$ cat src/rtl/logic_issue_stage.sv
// Issue stage in front of the bitwise logic array: decodes logical ops into a
// minterm select, picks op2, and buffers two entries behind a registered in_ready.
module logic_issue_stage #(
    parameter int DATA_WIDTH = 32,
    parameter int TAG_WIDTH  = 5
) (
    input  logic                  clk,
    input  logic                  rst_n,
    input  logic                  flush,
    input  logic                  in_valid,
    output logic                  in_ready,
    input  logic [DATA_WIDTH-1:0] in_rs1,
    input  logic [DATA_WIDTH-1:0] in_rs2,
    input  logic [11:0]           in_imm,
    input  logic                  in_use_imm,
    input  logic [2:0]            in_funct3,
    input  logic                  in_funct7_5,
    input  logic [TAG_WIDTH-1:0]  in_tag,
    output logic                  out_valid,
    input  logic                  out_ready,
    output logic [DATA_WIDTH-1:0] out_op1,
    output logic [DATA_WIDTH-1:0] out_op2,
    output logic [3:0]            out_logic_sel,
    output logic [TAG_WIDTH-1:0]  out_tag,
    output logic                  out_illegal
);

    typedef struct packed {
        logic [DATA_WIDTH-1:0] op1;
        logic [DATA_WIDTH-1:0] op2;
        logic [3:0]            sel;
        logic [TAG_WIDTH-1:0]  tag;
        logic                  illegal;
    } entry_t;

    entry_t in_entry;
    entry_t out_q;
    entry_t skid_q;
    entry_t out_d;

    logic out_valid_q;
    logic skid_valid_q;
    logic in_ready_q;
    logic out_valid_n;
    logic skid_valid_n;
    logic load_out;
    logic load_skid;
    logic accept;
    logic out_free;

    // sel bits: [3]=a&b, [2]=~a&b, [1]=a&~b, [0]=~a&~b; inverted forms are register-only
    always_comb begin
        in_entry.op1     = in_rs1;
        in_entry.op2     = in_use_imm ? {{(DATA_WIDTH-12){in_imm[11]}}, in_imm} : in_rs2;
        in_entry.tag     = in_tag;
        in_entry.sel     = 4'b0000;
        in_entry.illegal = 1'b0;
        if (in_funct7_5 && in_use_imm) begin
            in_entry.illegal = 1'b1;
        end else begin
            case (in_funct3)
                3'b111:  in_entry.sel = in_funct7_5 ? 4'b0010 : 4'b1000;
                3'b110:  in_entry.sel = in_funct7_5 ? 4'b1011 : 4'b1110;
                3'b100:  in_entry.sel = in_funct7_5 ? 4'b1001 : 4'b0110;
                default: in_entry.illegal = 1'b1;
            endcase
        end
    end

    assign accept   = in_valid & in_ready_q;
    assign out_free = ~out_valid_q | out_ready;

    // SKID always holds the older op, so it refills OUT before any new arrival
    always_comb begin
        out_valid_n  = out_valid_q;
        skid_valid_n = skid_valid_q;
        load_out     = 1'b0;
        load_skid    = 1'b0;
        out_d        = in_entry;
        if (out_free) begin
            if (skid_valid_q) begin
                load_out     = 1'b1;
                out_d        = skid_q;
                out_valid_n  = 1'b1;
                skid_valid_n = accept;
                load_skid    = accept;
            end else begin
                load_out    = accept;
                out_valid_n = accept;
            end
        end else if (accept) begin
            load_skid    = 1'b1;
            skid_valid_n = 1'b1;
        end
    end

    always_ff @(posedge clk) begin
        if (!rst_n) begin
            out_valid_q  <= 1'b0;
            skid_valid_q <= 1'b0;
            in_ready_q   <= 1'b1;
            out_q        <= '0;
        end else if (flush) begin
            out_valid_q  <= 1'b0;
            skid_valid_q <= 1'b0;
            in_ready_q   <= 1'b1;
        end else begin
            out_valid_q  <= out_valid_n;
            skid_valid_q <= skid_valid_n;
            in_ready_q   <= ~skid_valid_n;
            if (load_out) begin
                out_q <= out_d;
            end
        end
    end

    always_ff @(posedge clk) begin
        if (load_skid) begin
            skid_q <= in_entry;
        end
    end

    assign in_ready      = in_ready_q;
    assign out_valid     = out_valid_q;
    assign out_op1       = out_q.op1;
    assign out_op2       = out_q.op2;
    assign out_logic_sel = out_q.sel;
    assign out_tag       = out_q.tag;
    assign out_illegal   = out_q.illegal;

endmodule

$ cat config.mk
export PLATFORM = sky130hd
export DESIGN_NAME = logic_issue_stage
export DESIGN_NICKNAME = d
export VERILOG_FILES = /design/src/rtl/logic_issue_stage.sv
export SDC_FILE = /design/constraint.sdc
export NUM_CORES = 1
export LEC_CHECK = 0
export ABC_AREA = 1
export BUFFER_PORTS_ARGS = -buffer_cell sky130_fd_sc_hd__buf_2
export CORE_MARGIN = 3
export CORE_UTILIZATION = 35
export CTS_BUF_LIST = sky130_fd_sc_hd__clkbuf_8
export DETAILED_ROUTE_END_ITERATION = 7
export SLEW_MARGIN = 20
export SYNTH_ARGS = -nofsm -noshare
export SYNTH_HDL_FRONTEND = slang
export SYNTH_SLANG_ARGS = --single-unit
$ cat constraint.sdc
create_clock -name clk -period 6.45 [get_ports clk]
set_clock_uncertainty 0.15 [all_clocks]
set_input_delay 0.645 -clock clk [delete_from_list [all_inputs] [get_ports clk]]
set_output_delay 0.645 -clock clk [all_outputs]
set_load 0.01 [all_outputs]
# Word-level counts from Yosys, hierarchy flattened
# Cells that the tools add are included.
# Widths: inputs -> output; s select.
# word_totals
reg_bits	151
inputBits	91
out_inout_bits	76
# op_classes
eq_ne	3
mux	17
bitwise_logic	6
reduce_logical	4
# ops
operator	count
$mux 74	2
$mux 32	1
$mux 4	3
$pmux 4 s3	1
$eq 3x3->1 const B	3
$mux 1	9
$not 1->1	4
$mux 3	1
$reduce_or 3->1	1
$reduce_and 2->1	1
$reduce_or 2->1	1
$and 1x1->1	1
$logic_and 1x1->1	1
$or 1x1->1	1

# Depth between registers and ports, before layout
# Gate-level depths: netlist of the first run.
# depth
word_depth	6
depth_mapped	9

# Least setup slack after synthesis of the first run
# No wires, ideal clock.
# synth_timing
path_kind	input port to flip-flop
start	input out_ready
end	register skid_q[0] (netlist name) (enable)
setup_time_ps	532
t_arrival_ps	4430
required_ps	5768
slack_ps	1337
stages	3
path_buffers	0
cell_sequence	inv_1 > nand2_2 > a21oi_1
# synth_via
elab_chain_cells	2
# synth_lines
element	line	text
start, declared	20	input logic out_ready,
$or 1x1->1	71	assign out_free = ~out_valid_q | out_ready;
$mux 1	80	if (out_free) begin
net load_skid	47	logic load_skid;
end signal, assigned	119	skid_q <= in_entry;
end, declared	38	entry_t skid_q;
# The timed path passes the listed nets, and every way through them passes these cells.
# A chain may end at the register's enable or synchronous reset.

# Worst setup path after layout of the first run
# layout_timing
start	register skid_valid_q
end	register out_q (netlist bit out_op2[17])
# layout_via
elab_chain_cells	3
word_cells_on_any_way	5
cone_classes	mux (4); reduce/logical (1)
# layout_lines
element	line	text
start, declared	42	logic skid_valid_q;
start signal, assigned	109	skid_valid_q <= skid_valid_n;
$mux 1	81	if (skid_valid_q) begin
$mux 1	80	
$reduce_and 2->1 (no line)	--	
end signal, assigned	112	out_q <= out_d;
end, declared	37	entry_t out_q;
# Parallel ways exist; a longest one is shown, timed or not.

==> flow_metrics.tcl, run 1 <==
set metrics [dict create \
    avgSynthCellArea_sq_um 7.34 \
    diodes 0 \
    num_rows 50 \
    io_buffers 166 \
    cts_tree "built" \
    crit_required_ns 6.60 \
    final_common_cell "nand2_1" \
    final_hold_viol_count 0 \
    synthCells 947 \
    initial_utilization_pct 36.4 \
    dr.max_layer_used "met5" \
    postCtsHoldBufs 0 \
    cts_sinks 151 \
    insertion_delay_ns 0.45 \
    p_leak_nw 4.49 \
    path_class "reg2reg" \
    tns_ns 0 \
    hpwlAfterDp_mm 10.6 \
    core_sq_mm 0.0191 \
    wl_met3_mm 1.04 \
    synth_nets 1038 \
    dr_total_vias 5597 \
    rsz0062_at_grt "no" \
    cts_root_buf "clkbuf_8" \
    via_per_inst 4.09 \
    overflow 0 \
    drc 0 \
    post_cts_resized 0 \
    dr.pass1.iters 4 \
    drt_iter0_drc 234 \
    endpoint_kind "flop" \
    wire_per_inst_um 12.1 \
    grt_pass1_vias 5217 \
    crit_buf_inv 2 \
    worst_pin_slew_ns 0.875 \
    gp_congestion 0.736 \
    die_h_um 147 \
    cp.arrival_ns 2.86 \
    syn2layout_area_growth_pct 20.4 \
    finalPower_mw 2.07 \
    vdd.ir_drop.worst_mv 0.111 \
    postCtsSetupRepairBufs 0 \
    antenna_found_initial 2 \
    die_w_um 147 \
    wl_met2_mm 7.23 \
    cpLargestDelayFamily "buffers and inverters" \
    period_needed_ns 2.72 \
    hold_ws_ns 0.238 \
    ys_ff_latch 151 \
    ios 167 \
    post-route-period-util_pct 42.1 \
    drive_above_1_share_pct 21.8 \
    wl_met1_mm 8.02 \
    slew_viol_final 0 \
    cp_common_cell "nand2_1" \
    p_per_area_mw_per_mm2 247 \
    drtAntennaViolNets 0 \
    htree_levels 4 \
    path_clk_slew_ns 0.09 \
    cts_buffer_depth 2 \
    grt_first_pass_wirelength_mm 26.7 \
    timing.fmax_ghz 0.368 \
    crit_path_max_fanout 82 \
    setup_viol 0 \
    syn_area_sq_mm 0.00695 \
    max_cap_violations 0 \
    layout.nets 1185 \
    critPathMaxStageDelay_ns 0.73 \
    die_area_sq_mm 0.0216 \
    worstSetupStartpointType "flop" \
    finalNonFillerCells 1367 \
    holdCritPathClass "in2reg" \
    slew_headroom_pct 41.7 \
    grt_usage_pct 15.5 \
    cpMaxStageDelayCell "buf_4" \
    status "finished, final reports clean" \
    numCtsBuffers 17 \
    routed_wl_mm 16.5 \
    yosysSeqAreaShare_pct 54.1 \
    dp.cells 1335 \
    path_cells "inv_2, nand2_2, nand3_4, buf_4, nand2_1, nand2_1, a21oi_1" \
    nFillCells 1998 \
    final_cell_mix "nand2_1, inv_1, buf_2" \
    synth_warnings 0 \
    synth.distinct_cells 16 \
    grt_max_degree 83 \
]
area by class of cell:
type	instances	area [sq um]	share of cell area [%]
clock buffer	18	248	2.96
clock inverter	14	161	1.93
inverter	165	619	7.40
multi-input combinational	587	2380	28.4
sequential	151	3760	45.0
tap	260	325	3.89
timing repair buffer	172	876	10.5
per-layer routing:
metal / global-route usage [%] / vias to the layer above
li1: - / 3067
met3: 4.69 / 17
met1: 21.6 / 2366
met2: 23.5 / 143
met5: 0 / -
met4: 4.15 / 4
Yosys cell counts (all sizes together):
library cell | number | share of area (%)
clkbuf | 25 | 1.3
dfxtp | 77 | 22
nor2 | 144 | 7.8
edfxtp | 74 | 32
nand2 | 365 | 20
or2 | 33 | 3.0
a31oi | 1 | 0.090
nand3 | 8 | 0.65
nand4 | 1 | 0.090
a21oi | 35 | 2.5
inv | 165 | 8.9
buf | 19 | 1.7
path summary, 6_finish.rpt:
| kind | start | endpoint | slack, ns | cells past startpoint |
|---|---|---|---|---|
| worst max-delay path | skid_valid_q$_SDFF_PP0_ | out_op2[17]$_SDFFE_PN0P_ | 3.73 | 7 |
| worst min register to register | out_op2[25]$_SDFFE_PN0P_ | out_op2[25]$_SDFFE_PN0P_ | 0.36 | 4 |
| worst min-delay path | in_rs1[29] | skid_q[71]$_DFFE_PP_ | 0.24 | 1 |
| worst max register to register | skid_valid_q$_SDFF_PP0_ | out_op2[17]$_SDFFE_PN0P_ | 3.73 | 7 |
report_power, final:
part           internal, mW  switching [mW]
registers              1.05          0.0198
logic                0.0974           0.155
clock network         0.389           0.361
state kept, by name, indices dropped and copies added (netlist names), 4 cells and up:
register / flops
skid_q: 74
out_op2: 32
out_tag: 5
out_op1: 32
out_logic_sel: 4
kinds of logic (layout without fill, tap and decap cells):
family	Yosys count	count (layout)	share of synthesized area [%]
buf+inv	209	369	12.0
simple gates	551	551	31.3
flops	151	151	54.1
compound gates	36	36	2.61
through the flow:
stage	cell area, sq um	worst slack [ns]	utilization, %
final	8370	3.73	43.9
after global routing	8370	3.33	43.9
after CTS	8370	3.65	43.9
after detailed placement	7960	3.67	41.7
after global placement	7960	3.67	41.7
after floorplan	6950	1.34	-
Power figures use the tool's default switching activity.
==> inputs of run 2 (changes only) <==
clock period = 2.7 ns   (was 6.45 ns; I/O delays follow)
==> flow_metrics.tcl, run 2 (synthesized netlist as in run 1, its figures left out) <==
set metrics [dict create \
    overflow 0 \
    top_register "skid_q" \
    p_comb_share_pct 13.2 \
    seq_power_share_pct 51.2 \
    cpMaxStageDelayCell "inv_1" \
    critPathMaxStageDelay_ns 0.69 \
    antenna_found_initial 3 \
    endpoint_kind "flop" \
    design_area_sq_mm 0.00882 \
    slew_viol_final 0 \
    diodes 0 \
    period_needed_ns 2.07 \
    nFillCells 1924 \
    placed_area_sq_mm 0.00804 \
    tns_ns 0 \
    regArea_sq_mm 0.00376 \
    largest_reg_flops 74 \
    num_rows 50 \
    worst_pin_slew_ns 0.791 \
    die_w_um 147 \
    core_sq_mm 0.0191 \
    critical_path_depth 5 \
    layout.nets 1227 \
    cts_sinks 151 \
    dp.cells 1339 \
    grt_max_degree 105 \
    dr_total_vias 5792 \
    crit_path_max_fanout 22 \
    dp_slack_ns 0.585 \
    vdd.ir_drop.worst_mv 0.271 \
    ff2ff_path_depth 5 \
    holdCritPathClass "in2reg" \
    crit_buf_inv 1 \
    cp.arrival_ns 2.22 \
    swShare_pct 26.5 \
    via_per_inst 4.11 \
    numCtsBuffers 17 \
    ios 167 \
    clockPowerShare_pct 35.6 \
    drtAntennaViolNets 0 \
    finalNonFillerCells 1409 \
    max_cap_violations 0 \
    wire_per_inst_um 12.1 \
    drc 0 \
    path_class "reg2reg" \
    post-route-period-util_pct 76.7 \
    p_int_mw 3.66 \
    path_cells "nand2_1, nand2_2, nand3_4, inv_1, a21oi_1" \
    io_buffers 166 \
    drt_iter0_drc 309 \
    timing.fmax_ghz 0.483 \
    setup_slack_ns 0.630 \
    syn2layout_area_growth_pct 26.9 \
    hold_path_depth 5 \
    multiInputGateArea_sq_mm 0.00238 \
    final_cell_mix "nand2_1, buf_2, inv_1" \
    slew_headroom_pct 47.2 \
    utilization_pct 46.2 \
    crit_required_ns 2.85 \
    grt_usage_pct 15.9 \
    hpwlAfterDp_mm 10.6 \
    rsz0062_at_grt "no" \
    path_clk_slew_ns 0.09 \
    gp_congestion 0.744 \
    die_h_um 147 \
    final_common_cell "nand2_1" \
    grt_pass1_vias 5453 \
    cts_buffer_depth 2 \
    drive_above_1_share_pct 21.4 \
    netSwitchingPower_mw 1.32 \
    postCtsSetupRepairBufs 0 \
    hold_ws_ns 0.0357 \
    cts_root_buf "clkbuf_8" \
    finalPower_mw 4.98 \
    worstSetupStartpointType "flop" \
    die_area_sq_mm 0.0216 \
    p_per_area_mw_per_mm2 564 \
    routed_wl_mm 17.0 \
    dr.pass1.iters 4 \
    grt_first_pass_wirelength_mm 27.7 \
    setup_viol 0 \
    status "finished, final reports clean" \
    cpLargestDelayFamily "buffers and inverters" \
    final_hold_viol_count 0 \
    p_leak_nw 4.69 \
    htree_levels 4 \
    initial_utilization_pct 36.4 \
    cts_tree "built" \
    insertion_delay_ns 0.44 \
]
## run 2: cell types whose count changed in the layout (fill, tap and decap cells not counted)
cell / delta
inv_1: -2
clkinvlp_4: -2
clkinv_1: +1
dlygate4sd3_1: +38
clkbuf_8: +1
inv_6: +4
bufinv_16: -1
buf_12: +4
clkinv_2: -1
## run 2: area by class of cell
class | instances | share of cell area (%)
Timing Repair Buffer | 214 | 15.1
Multi-Input combinational cell | 587 | 26.9
Clock buffer | 19 | 2.96
Clock inverter | 13 | 1.62
Inverter | 165 | 7.02
Tap cell | 260 | 3.69
Sequential cell | 151 | 42.6
## run 2: timing repair
action	4_1_cts	5_1_grt
hold endpoints to repair	75	0
endpoints found under the setup margin	0	0
hold buffers	38	0
gates resized for setup	0	0
## run 2: path summary, 6_finish.rpt
kind,from,end,slack [ns]
hold reg to reg,out_op2[20]$_SDFFE_PN0P_,out_op2[20]$_SDFFE_PN0P_,0.36
setup reg to reg,in_ready$_SDFF_PP1_,out_op2[15]$_SDFFE_PN0P_,0.63
hold / removal,in_rs2[9],skid_q[19]$_DFFE_PP_,0.04
setup / recovery,in_ready$_SDFF_PP1_,out_op2[15]$_SDFFE_PN0P_,0.63
## run 2: power by group through the flow
| stage | Sequential [mW] | Clock, mW | Combinational [mW] |
|---|---|---|---|
| after floorplan | 2.64 | 0 | 0.344 |
| after global placement | 2.60 | 0 | 0.614 |
| after detailed placement | 2.60 | 0 | 0.618 |
| after CTS | 2.55 | 1.85 | 0.665 |
| after global routing | 2.56 | 1.94 | 0.758 |
| final | 2.55 | 1.77 | 0.655 |
## run 2: worst min-delay path, delay by kind of cell
kind	cells	cell delay [ns]
buf+inv	3	0.16
simple gates	2	0.11
## run 2: per-layer routing
metal | vias up | global-route usage (%) | part of all wire (%) | wire, um
met5 | - | 0 | 0.20 | 34
met3 | 12 | 4.44 | 4.7 | 806
li1 | 3155 | - | - | -
met1 | 2489 | 21.6 | 48 | 8180
met4 | 6 | 4.19 | 0.58 | 99
met2 | 130 | 25.1 | 46 | 7910
==> inputs of run 3 (changes only) <==
ABC_AREA = 0   (was 1)
clock period = 2 ns   (was 2.7 ns; I/O delays follow)
==> flow_metrics.tcl, run 3 <==
set metrics [dict create \
    yosys.area.top_type_share_pct 33.2 \
    syn_area_sq_mm 0.00669 \
    yosysSeqAreaShare_pct 56.2 \
    die_area_sq_mm 0.0208 \
    routed_wl_mm 20.0 \
    antenna_found_initial 0 \
    numCtsBuffers 17 \
    hpwlAfterDp_mm 11.9 \
    nFillCells 1624 \
    crit_path_max_fanout 32 \
    synth.most_common_cell "dfxtp_1" \
    grt_first_pass_wirelength_mm 31.1 \
    worst_pin_slew_ns 0.558 \
    finalPower_mw 6.73 \
    post-route-period-util_pct 89.2 \
    synth.distinct_cells 41 \
    cp.arrival_ns 1.94 \
    num_rows 49 \
    initial_utilization_pct 36.4 \
    drtAntennaViolNets 0 \
    synth_nets 667 \
    drt_iter0_drc 424 \
    p_per_area_mw_per_mm2 751 \
    cpMaxStageDelayCell "dlygate4sd3_1" \
    path_clk_slew_ns 0.08 \
    die_h_um 144 \
    core_sq_mm 0.0184 \
    path_cells "dlygate4sd3_1, buf_2, a21o_1, nand4_4, buf_4, o32ai_1" \
    via_per_inst 5.55 \
    timing.fmax_ghz 0.560 \
    dp_slack_ns 0.302 \
    critPathMaxStageDelay_ns 0.57 \
    syn2layout_area_growth_pct 33.9 \
    avgSynthCellArea_sq_um 11.6 \
    ys_ff_latch 151 \
    holdCritPathClass "in2reg" \
    ios 167 \
    status "finished, final reports clean" \
    endpoint_kind "flop" \
    synth_warnings 0 \
    grt_pass1_vias 5962 \
    utilization_pct 48.7 \
    max_cap_violations 0 \
    grt_max_degree 60 \
    insertion_delay_ns 0.46 \
    cts_buffer_depth 2 \
    setup_viol 0 \
    layout.nets 893 \
    grt_usage_pct 19.1 \
    overflow 0 \
    final_hold_viol_count 0 \
    synthTopCellsByArea "edfxtp_1, dfxtp_1, o32ai_2, mux2_2, a311oi_1" \
    finalNonFillerCells 1045 \
    top_register "skid_q" \
    htree_levels 4 \
    final_common_cell "buf_2" \
    die_w_um 144 \
    cts_sinks 151 \
    async_flop_share_pct 0 \
    postCtsSetupRepairBufs 0 \
    final_cell_mix "buf_2, dlygate4sd3_1, dfxtp_1" \
    period_needed_ns 1.78 \
    gp_congestion 0.744 \
    setup_slack_ns 0.216 \
    cts_tree "built" \
    tns_ns 0 \
    synthCells 576 \
    synth_common_cells "dfxtp_1, edfxtp_1, nand3_1" \
    wire_per_inst_um 19.1 \
    worstSetupStartpointType "input pin" \
    io_buffers 166 \
    ys.flop_type "dfxtp_1" \
    crit_required_ns 2.16 \
    design_area_sq_mm 0.00896 \
    placed_area_sq_mm 0.00770 \
    p_leak_nw 3.42 \
    dr.pass1.iters 6 \
    synth_edf_count 74 \
    drive_above_1_share_pct 35.5 \
    rsz0062_at_grt "no" \
    dr_total_vias 5798 \
    cts_root_buf "clkbuf_8" \
    path_class "in2reg" \
    vdd.ir_drop.worst_mv 0.443 \
    slew_viol_final 0 \
    yosys.area.top_type "edfxtp_1" \
    hold_ws_ns 0.0398 \
    largest_reg_flops 74 \
    dp.cells 926 \
    drc 0 \
    slew_headroom_pct 62.8 \
]
==> run 3: cell types whose count changed after synthesis, moves of 8 or more <==
cell	delta
buf_6	+8
or2_2	-33
a31oi_1	+40
nand2_1	-325
nor2_1	-110
a311oi_1	+39
nand3_1	+35
inv_1	-161
o21ai_0	+38
mux2_2	+32
o32ai_2	+29
buf_4	+11
==> run 3: cells by family (layout without fill, tap and decap cells) <==
| group | after synthesis | after routing | share of synthesized area, % |
|---|---|---|---|
| buf+inv | 73 | 312 | 6.47 |
| flops | 151 | 151 | 56.2 |
| simple gates | 126 | 126 | 8.75 |
| compound gates | 193 | 193 | 23.0 |
| fa+ha+maj | 1 | 1 | 0.150 |
| other cells | 0 | 1 | 0 |
| mux | 32 | 32 | 5.38 |
==> run 3: layer usage <==
metal  track usage [%]  part of all wire [%]  up-vias  wire, um
met5                 0                     0        -         0
met4              5.89                   1.3        0       251
met3              5.22                   7.5       21      1500
met2              31.2                    48      242      9590
met1              24.6                    43     2853      8630
li1                  -                     -     2682         -
==> run 3: path summary, 6_finish.rpt <==
check / from / to / slack [ns] / depth (start not counted)
setup / recovery: in_valid / out_op2[0]$_SDFFE_PN0P_ / 0.22 / 6
hold / removal: flush / out_logic_sel[3]$_SDFFE_PN0P_ / 0.04 / 3
setup reg to reg: in_ready$_SDFF_PP1_ / out_op1[3]$_SDFFE_PN0P_ / 0.29 / 4
hold reg to reg: out_op2[11]$_SDFFE_PN0P_ / out_op2[11]$_SDFFE_PN0P_ / 0.34 / 2
==> run 3: final cells by class <==
class	count	area [sq um]	area share, %
well taps	229	287	3.20
flip-flops and latches	151	3770	42.1
inverters	5	18.8	0.209
clock inverters	11	109	1.21
multi-input cells	352	2530	28.3
clock buffers	21	289	3.23
diodes	1	2.50	0.0279
repair buffers	275	1950	21.8
==> run 3: report_power, final <==
| part | switching [mW] | total (mW) | internal [mW] |
|---|---|---|---|
| Combinational | 0.473 | 0.929 | 0.456 |
| Sequential | 0.0611 | 3.43 | 3.36 |
| Clock | 1.15 | 2.38 | 1.22 |
| Total | 1.69 | 6.73 | 5.04 |
==> run 3: what timing repair did <==
item / 4_1_cts / 5_1_grt
hold buffers: 86 / 0
endpoints found under the hold margin: 111 / 0
gates resized for setup: 0 / 0
==> run 3: critical path: cells and delay by family <==
| kind | cells | cell delay (ns) |
|---|---|---|
| compound gates | 2 | 0.43 |
| simple gates | 1 | 0.10 |
| buf+inv | 3 | 1.19 |
